<file path="src/rtl/poly_voice_engine.sv">
// poly_voice_engine: time-multiplexed polyphonic oscillator and mixer.
// A single shared waveform/volume datapath visits one voice per cycle.
// Each frame sums every voice into a wide accumulator, then saturates the
// sum into one signed output sample.
module poly_voice_engine #(
  parameter int N_VOICES = 8,
  parameter int PHASE_W  = 24,
  parameter int VOL_W    = 8,
  parameter int OUT_W    = 16,
  parameter int VI_W     = $clog2(N_VOICES)
) (
  input  logic                    clk,
  input  logic                    reset_n,
  input  logic                    sample_tick,
  input  logic                    cfg_we,
  input  logic [VI_W-1:0]         cfg_voice,
  input  logic [PHASE_W-1:0]      cfg_inc,
  input  logic [VOL_W-1:0]        cfg_vol,
  input  logic [1:0]              cfg_wave,
  input  logic                    cfg_gate,
  input  logic                    ovr_clr,
  output logic signed [OUT_W-1:0] sample_out,
  output logic                    sample_valid,
  output logic                    busy,
  output logic                    overrun
);

  localparam int ACC_W  = OUT_W + VI_W + 1;
  localparam int PROD_W = OUT_W + VOL_W + 1;

  localparam logic [1:0] S_IDLE = 2'd0;
  localparam logic [1:0] S_RUN  = 2'd1;
  localparam logic [1:0] S_SAT  = 2'd2;
  localparam logic [1:0] S_OUT  = 2'd3;

  localparam logic [1:0] WAVE_SQUARE = 2'd1;
  localparam logic [1:0] WAVE_SAW    = 2'd2;
  localparam logic [1:0] WAVE_TRI    = 2'd3;

  localparam logic signed [ACC_W-1:0] SAT_MAX = {{(VI_W + 2){1'b0}}, {(OUT_W - 1){1'b1}}};
  localparam logic signed [ACC_W-1:0] SAT_MIN = {{(VI_W + 2){1'b1}}, {(OUT_W - 1){1'b0}}};

  // Per-voice state and configuration tables.
  logic [PHASE_W-1:0] phase_q [N_VOICES];
  logic [PHASE_W-1:0] inc_q   [N_VOICES];
  logic [VOL_W-1:0]   vol_q   [N_VOICES];
  logic [1:0]         wave_q  [N_VOICES];
  logic [N_VOICES-1:0] gate_q;

  logic [1:0]              state_q;
  logic [VI_W-1:0]         v_q;
  logic signed [ACC_W-1:0] acc_q;
  logic signed [OUT_W-1:0] stage_q;

  logic [PHASE_W-1:0]       p;
  logic [OUT_W-1:0]         top;
  logic [OUT_W-1:0]         tri_t;
  logic signed [OUT_W-1:0]  wave_val;
  logic signed [PROD_W-1:0] prod;
  logic signed [PROD_W-1:0] scaled;
  logic signed [ACC_W-1:0]  scaled_acc;
  logic signed [OUT_W-1:0]  sat_val;
  logic                     last_voice;

  assign busy       = (state_q != S_IDLE);
  assign last_voice = (v_q == VI_W'(N_VOICES - 1));

  // Shared datapath: waveform of the current voice from its pre-update phase, scaled by volume.
  always_comb begin
    // NOTE: every always_comb output gets a default first so no path leaves it unassigned (no latch).
    wave_val = '0;
    p        = phase_q[v_q];
    top      = p[PHASE_W-1 -: OUT_W];
    tri_t    = p[PHASE_W-2 -: OUT_W];
    if (p[PHASE_W-1]) tri_t = ~tri_t;
    if (gate_q[v_q]) begin
      case (wave_q[v_q])
        WAVE_SQUARE: wave_val = p[PHASE_W-1] ? {1'b1, {(OUT_W - 1){1'b0}}}
                                             : {1'b0, {(OUT_W - 1){1'b1}}};
        WAVE_SAW:    wave_val = {~top[OUT_W-1], top[OUT_W-2:0]};
        WAVE_TRI:    wave_val = {~tri_t[OUT_W-1], tri_t[OUT_W-2:0]};
        default:     wave_val = '0;
      endcase
    end
    prod       = PROD_W'(wave_val) * PROD_W'($signed({1'b0, vol_q[v_q]}));
    scaled     = prod >>> VOL_W;
    scaled_acc = ACC_W'(scaled);
  end

  // Clamp the frame sum into the signed output range.
  always_comb begin
    sat_val = acc_q[OUT_W-1:0];
    if (acc_q > SAT_MAX)      sat_val = SAT_MAX[OUT_W-1:0];
    else if (acc_q < SAT_MIN) sat_val = SAT_MIN[OUT_W-1:0];
  end

  // Configuration write port; out-of-range voice indices are dropped.
  always_ff @(posedge clk or negedge reset_n) begin
    if (!reset_n) begin
      // NOTE: the voice tables are small flop arrays, so they are reset explicitly; a silent reset state depends on it.
      for (int i = 0; i < N_VOICES; i++) begin
        inc_q[i]  <= '0;
        vol_q[i]  <= '0;
        wave_q[i] <= '0;
      end
      gate_q <= '0;
    end else if (cfg_we && (32'(cfg_voice) < N_VOICES)) begin
      inc_q[cfg_voice]  <= cfg_inc;
      vol_q[cfg_voice]  <= cfg_vol;
      wave_q[cfg_voice] <= cfg_wave;
      gate_q[cfg_voice] <= cfg_gate;
    end
  end

  // Phase accumulators: advance the visited voice, or park it at 0 while gated off.
  always_ff @(posedge clk or negedge reset_n) begin
    if (!reset_n) begin
      for (int i = 0; i < N_VOICES; i++) phase_q[i] <= '0;
    end else if (state_q == S_RUN) begin
      phase_q[v_q] <= gate_q[v_q] ? (p + inc_q[v_q]) : '0;
    end
  end

  // Frame sequencer: IDLE -> RUN (one voice per cycle) -> SAT -> OUT.
  always_ff @(posedge clk or negedge reset_n) begin
    if (!reset_n) begin
      state_q      <= S_IDLE;
      v_q          <= '0;
      acc_q        <= '0;
      stage_q      <= '0;
      sample_out   <= '0;
      sample_valid <= 1'b0;
    end else begin
      // NOTE: non-blocking assignments keep every register reading pre-edge values.
      sample_valid <= 1'b0;
      case (state_q)
        S_IDLE: if (sample_tick) begin
          acc_q   <= '0;
          v_q     <= '0;
          state_q <= S_RUN;
        end
        S_RUN: begin
          acc_q <= acc_q + scaled_acc;
          if (last_voice) state_q <= S_SAT;
          else            v_q     <= v_q + 1'b1;
        end
        S_SAT: begin
          stage_q <= sat_val;
          state_q <= S_OUT;
        end
        default: begin
          sample_out   <= stage_q;
          sample_valid <= 1'b1;
          state_q      <= S_IDLE;
        end
      endcase
    end
  end

  // Sticky overrun: a tick while busy sets it; setting takes priority over clearing.
  always_ff @(posedge clk or negedge reset_n) begin
    if (!reset_n)                  overrun <= 1'b0;
    else if (sample_tick && busy)  overrun <= 1'b1;
    else if (ovr_clr)              overrun <= 1'b0;
  end

endmodule

</file>
<file path="config.mk">
export PLATFORM = sky130hd
export DESIGN_NAME = poly_voice_engine
export DESIGN_NICKNAME = d
export VERILOG_FILES = /design/src/rtl/poly_voice_engine.sv
export SDC_FILE = /design/constraint.sdc
export NUM_CORES = 1
export LEC_CHECK = 0
export CAP_MARGIN = 10
export CORE_MARGIN = 2
export CORE_UTILIZATION = 57
export DETAILED_ROUTE_END_ITERATION = 10
export MAX_ROUTING_LAYER = met4
export PLACE_DENSITY = 0.84
export SLEW_MARGIN = 40
export SYNTH_ARGS = -nofsm -noshare
export SYNTH_HDL_FRONTEND = slang
export SYNTH_SLANG_ARGS = --single-unit
</file>
<file path="constraint.sdc">
create_clock -name clk -period 8.6 [get_ports clk]
set_input_delay 0.86 -clock clk [delete_from_list [all_inputs] [get_ports clk]]
set_output_delay 0.86 -clock clk [all_outputs]
set_load 0.005 [all_outputs]
</file>
# After elaboration in Yosys (flattened, before gate mapping)
# Cells that the tools add are included.
classes:
  addsub: 3
  n_mul: 1
  n_lt_le_gt_ge: 9
  eq_ne: 9
  mux: 47
  bitwise: 5
  n_reduce_logical: 12
ops:
  columns: ["cell", "n"]
  rows:
  - ["$bwmux W192", 2]
  - ["$mux W24", 7]
  - ["$bmux W24 S3", 2]
  - ["$demux W24 S3", 2]
  - ["$mux W16", 5]
  - ["$bwmux W64", 1]
  - ["$pmux W16 S3", 1]
  - ["$pmux W20 S2", 1]
  - ["$mul A16 B9 Y25", 1]
  - ["$add A24 B24 Y24", 1]
  - ["$bmux W8 S3", 1]
  - ["$demux W8 S3", 1]
  - ["$mux W8", 3]
  - ["$add A20 B17 Y20", 1]
  - ["$gt A20 B16 Y1 const B", 1]
  - ["$lt A20 B16 Y1 const B", 1]
  - ["$mux W20", 1]
  - ["$bwmux W16", 1]
  - ["$not A16 Y16", 1]
  - ["$mux W2", 5]
  - ["$bwmux W8", 1]
  - ["$ge A4 B4 Y1 const B", 2]
  - ["$lt A3 B4 Y1 const B", 2]
  - ["$lt A4 B1 Y1 const B", 2]
  - ["other kinds (22)", 40]
word_totals:
  ff_bits: 531
  in_bits: 43
  output_inout_bits: 19
  elab_cells: 126

# Logic depth before layout (Yosys ltp)
logic_depth:
  depth_word: 12
  mapped_depth: 44
  mapped_depth_nobuf: 40

# Least setup slack after synthesis
# Ideal clock, no wire load.
synth_path:
  path_type: "register to register"
  start: "register v_q[0]"
  end: "register acc_q[19]"
  setup_ns: 0.121
  t_arrival_ns: 8.677
  required_time_ns: 8.479
  path_slack_ns: -0.198
  stages_incl_launch_ff: 43
  path_buffers: 4
  period_less_slack_ns: 8.798
  cell_sequence: "dfrtp_1 buf_6 buf_4 buf_4 buf_1 mux4_2 mux2_2 a21oi_1 o21ai_0 nand2_1 nor2_1 fa_1 inv_1 fa_1 inv_1 fa_1 inv_1 fa_1 [... 7 more ...] o21ai_0 nand2b_1 and2_1 o21a_1 o21ai_0 a21boi_0 ha_1 and2_1 and3_1 nand2_1 nand2_1 a21oi_1 a211o_1 o21ai_0 a31oi_1 xnor2_1 o21bai_1 a22o_1"
synth_between:
  elab_chain_len: 12
  word_cells_on_any_way: 25
  classes_between: "add/sub (1); mul (1); eq/ne (3); mux (16); bitwise (4)"
synth_lines:
  columns: ["element", "line", "source"]
  rows:
  - ["from (decl)", "51", "logic [VI_W-1:0] v_q;"]
  - ["from (signal assigned)", "145", "else v_q <= v_q + 1'b1;"]
  - ["$not A3 Y4 (implied by the code)", "72, 77, 85", null]
  - ["$bmux W24 S3", "72", "p = phase_q[v_q];"]
  - ["$mux W24 (implied by the code) (2 in series)", "72", null]
  - ["$not A16 Y16", "75", "if (p[PHASE_W-1]) tri_t = ~tri_t;"]
  - ["$mux W16", "75", null]
  - ["$not A1 Y1", "81", "WAVE_TRI: wave_val = {~tri_t[OUT_W-1], tri_t[OUT_W-2:0]};"]
  - ["$pmux W16 S3", "77", "case (wave_q[v_q])"]
  - ["$mux W16", "76", "if (gate_q[v_q]) begin"]
  - ["$mul A16 B9 Y25 *", "85", "prod = PROD_W'(wave_val) * PROD_W'($signed({1'b0, vol_q[v_q]}));"]
  - ["$add A20 B17 Y20 *", "143", "acc_q <= acc_q + scaled_acc;"]
  - ["$pmux W20 S2 *", "136", "case (state_q)"]
  - ["to (signal assigned)", "143", null]
  - ["to (decl)", "52", "logic signed [ACC_W-1:0] acc_q;"]
# Mark *: on every way between the ends. The rest lies on a longest branch, timed or not. The select of a mux whose other input is x is not followed.
# A chain may end at the register's enable or synchronous reset.

# Worst setup path in the final report
layout_path:
  start: "register v_q[0]"
  end: "register acc_q[16]"
# The elaborated chain is that of the path after synthesis.

==> metrics list <==
- Status: finished clean
- GRT overflow: 0
- The path class of the tightest hold or removal check is in2async.
* Clock period minus final worst setup slack: 8.49 ns
- In this run, synthesis produced a sequential element count of 531.
- Cell Area, Synth: 29700 sq um
- Site Rows: 83
* Number of endpoints failing setup at the final stage: 0
* Clock root buffer: clkbuf_16
* Async SR Flop Fraction: 100%
- Sequential cell area: 13300 sq um
- Final GP Congestion: 0.917
- Leading post-synthesis cells by cell area: dfrtp_1 (45%), mux2_2 (13%), mux4_2 (8.6%)
* WP data required: 9.08 ns
- Most numerous cell types in the synthesized netlist: dfrtp_1 (531), mux2_2 (346), nand2_1 (286)
* Pre-Repair DR Iteration Count: 6
* R2R Path Start: v_q[0]
- The worst setup path is launched from a flop.
- The multi-input combinational cells in the finished layout cover a total of approximately 16000 sq um.
- The max-slew violation total from the final report was 0.
* Mapped Avg Cell Area: 11.7 sq um
* CTS tree: yes
* Worst slew pin tran: 0.787 ns
- Cells fill 66.7% of the core in the end.
* Most frequently used cell type in the post-synthesis netlist: dfrtp_1
* Die Footprint: 54000 sq um
* Layout filler cell count: 3516
- Number of clock sinks: 531
- The final layout contains routed wiring with a total length of between 70000 and 80000 um.
- Clock latency on the worst-skew pair, taken at its later pin, is 0.64 ns.
- Area of all placed cells without fillers: 34300 sq um
- Die Span X: 232 um
* Max Clock Skew: ~0.053 ns
- Worst endpoint data arrival time: 8.97 ns
- Headroom to the max-slew limit came out at a little under half.
- The first global-routing pass estimated 115000 um of wire.
- Number of nets with antenna violations after routing: 0
* Total via count after detailed routing: 20751
- Global-route usage over all layers: 27.9%
- Synthesis produced a netlist with a net count of around 2800.
- After synthesis, the largest area contributor takes up 44.7% of total cell area.
- # DRC: 0
- The first routing iteration left 1803 violations.
* Max Cap Violations: 0
- Count of distinct cell types in the synthesized netlist: 72
* Maximum buffer depth of the clock tree: 3
- Sequential-to-total area share from yosys stat: 44.7%
- For this run, the leading register cell type out of synthesis is dfrtp_1.
* Total of buffers placed on input and output ports: 61
- After layout, the worst path uses 98.7% of the clock period.
- Effective utilization at floorplan: 57.8%
- Placed cell areas: 31600 sq um
- Number of flops mapped to enable cells by yosys: 0
* # hold bufs at CTS: 0
- In this run the worst path has a maximum fanout of 7.
* Number of cells produced by synthesis: 2543
* Warning count from the yosys run: 0
- Launch point of the critical path: v_q[0]
- Longest individual stage delay on the worst path: ~0.57 ns
- Based on the critical path, the design can be clocked at up to 118 MHz.
* Register-to-Register Setup Slack: 0.11 ns
* Type of the worst setup path: reg2reg
* Initial antenna violation count: 2
* Final-report hold violation count: 0
- dfrtp_1 takes more of the synthesized area than any other cell.
* Clock-pin transition on the worst setup and hold timing paths: 0.06 ns
- Average wire per cell in the routed design: approximately 21 um
- Fraction of final layout cells sized beyond drive strength 1: 29.6%
- Top Ports: 62
* Endpoint kind of the worst setup timing path: flop
- Final HPWL from detailed placement: 45700 um
- Using the TritonRoute via totals, the vias-per-cell ratio works out to 6.12.
* Maximum level of the CTS H-tree: 2
- Vert. Die Dim: around 230 um
- The number of clock buffers added by TritonCTS is 52.
- Final Net Count: 2912
* Maximum number of pins on one net before global-route repair: 157
- Synth-to-Final Area Change: 15.4%
- Number of global-route vias before repair: 22159
- The total area inside the core boundary comes to 51400 sq um.
- Among all stages on the critical path, the largest delay is contributed by fa_1.
[timing repair]
| item | CTS | global route |
|---|---|---|
| hold endpoints to repair | 0 | 0 |
| setup buffers | 4 | 44 |
| resized for setup | 14 | 122 |
| pin swaps | 0 | 70 |
| setup endpoints to repair | 4 | 9 |
[metal layers]
metal	global-route usage (%)	wire (um)	share of wire, %	vias up
met1	34.9	28500	40	10632
li1	-	-	-	9176
met2	45.8	36300	50	732
met3	4.74	4650	6.5	211
met4	10.8	2720	3.8	0
met5	-	0	0	-
[layout by cell type, fill, tap and decap left out, types with 16 or more instances in the layout]
master / synthesis / final
nand2_1: 286 / 281
nor2_2: 1 / 16
inv_1: 178 / 177
o31ai_1: 27 / 27
a21o_1: 16 / 16
clkdlybuf4s50_1: 0 / 60
nand3_1: 53 / 46
dfrtp_1: 531 / 528
mux4_2: 113 / 114
mux2_2: 346 / 337
nor2_1: 121 / 104
fa_1: 103 / 99
o21ai_0: 234 / 214
o22ai_1: 16 / 16
a21oi_1: 53 / 42
clkbuf_16: 0 / 52
buf_4: 2 / 128
xnor2_1: 39 / 38
ha_1: 94 / 85
[logic make-up (layout without fill, tap and decap cells)]
group / after synthesis / in the layout / share of synthesized area [%]
other: 0 / 2 / 0
multiplexers: 477 / 477 / 22.4
adder cells (fa/ha/maj): 197 / 197 / 10.9
flip-flops: 531 / 531 / 44.7
AND/OR/NAND/NOR: 554 / 554 / 8.07
XOR/XNOR: 52 / 52 / 1.53
AO/OA/AOI/OAI: 415 / 415 / 8.22
buffers and inverters: 317 / 484 / 4.18
[worst max-delay path, delay by kind of cell, from the launching register on]
kind            cells  cell delay, ns
compound gates     13            2.29
flops               1            0.56
fa+ha+maj           6            2.62
buf+inv             8            1.04
mux                 2            0.77
simple gates        7            0.96
xor+xnor            1            0.12
[final timing paths]
path                                end  cells past startpoint
min reg2reg                phase_q[142]                      2
max                           acc_q[16]                     37
max reg2reg                   acc_q[16]                     37
min in group clk           phase_q[142]                      2
max in group asynchronous     vol_q[60]                      5
min                        phase_q[183]                      1
[final cells by class]
| type | instances | area share (%) |
|---|---|---|
| Clock inverter | 20 | 0.868 |
| Timing Repair Buffer | 214 | 5.89 |
| Clock buffer | 72 | 4.36 |
| Antenna cell | 2 | 0.0146 |
| Inverter | 178 | 1.95 |
| Sequential cell | 531 | 38.8 |
| Multi-Input combinational cell | 1695 | 45.7 |
| Tap cell | 680 | 2.48 |
[flip-flops by register name (all words and copies together), names as in the netlist]
register      count
acc_q            20
gate_q            8
inc_q           192
overrun           1
phase_q         192
sample_out       16
sample_valid      1
stage_q          16
state_q           2
v_q               3
vol_q            64
wave_q           16
[per-stage QoR]
stage | hold WS, ns | worst slack, ns | TNS (ns) | std cells
after global placement | 0.454 | -0.110 | -0.180 | 3245
after floorplan | 0.442 | 0.0376 | 0 | 2543
final | 0.137 | 0.113 | 0 | 3392
after global routing | 0.150 | -0.214 | -0.555 | 3392
after detailed placement | 0.465 | -0.412 | -0.965 | 3249
after CTS | 0.120 | 0.0186 | 0 | 3345
Power is left out: the tool's default activity adds up to more than one toggle a clock period on the data nets, which glitch-free logic cannot reach.
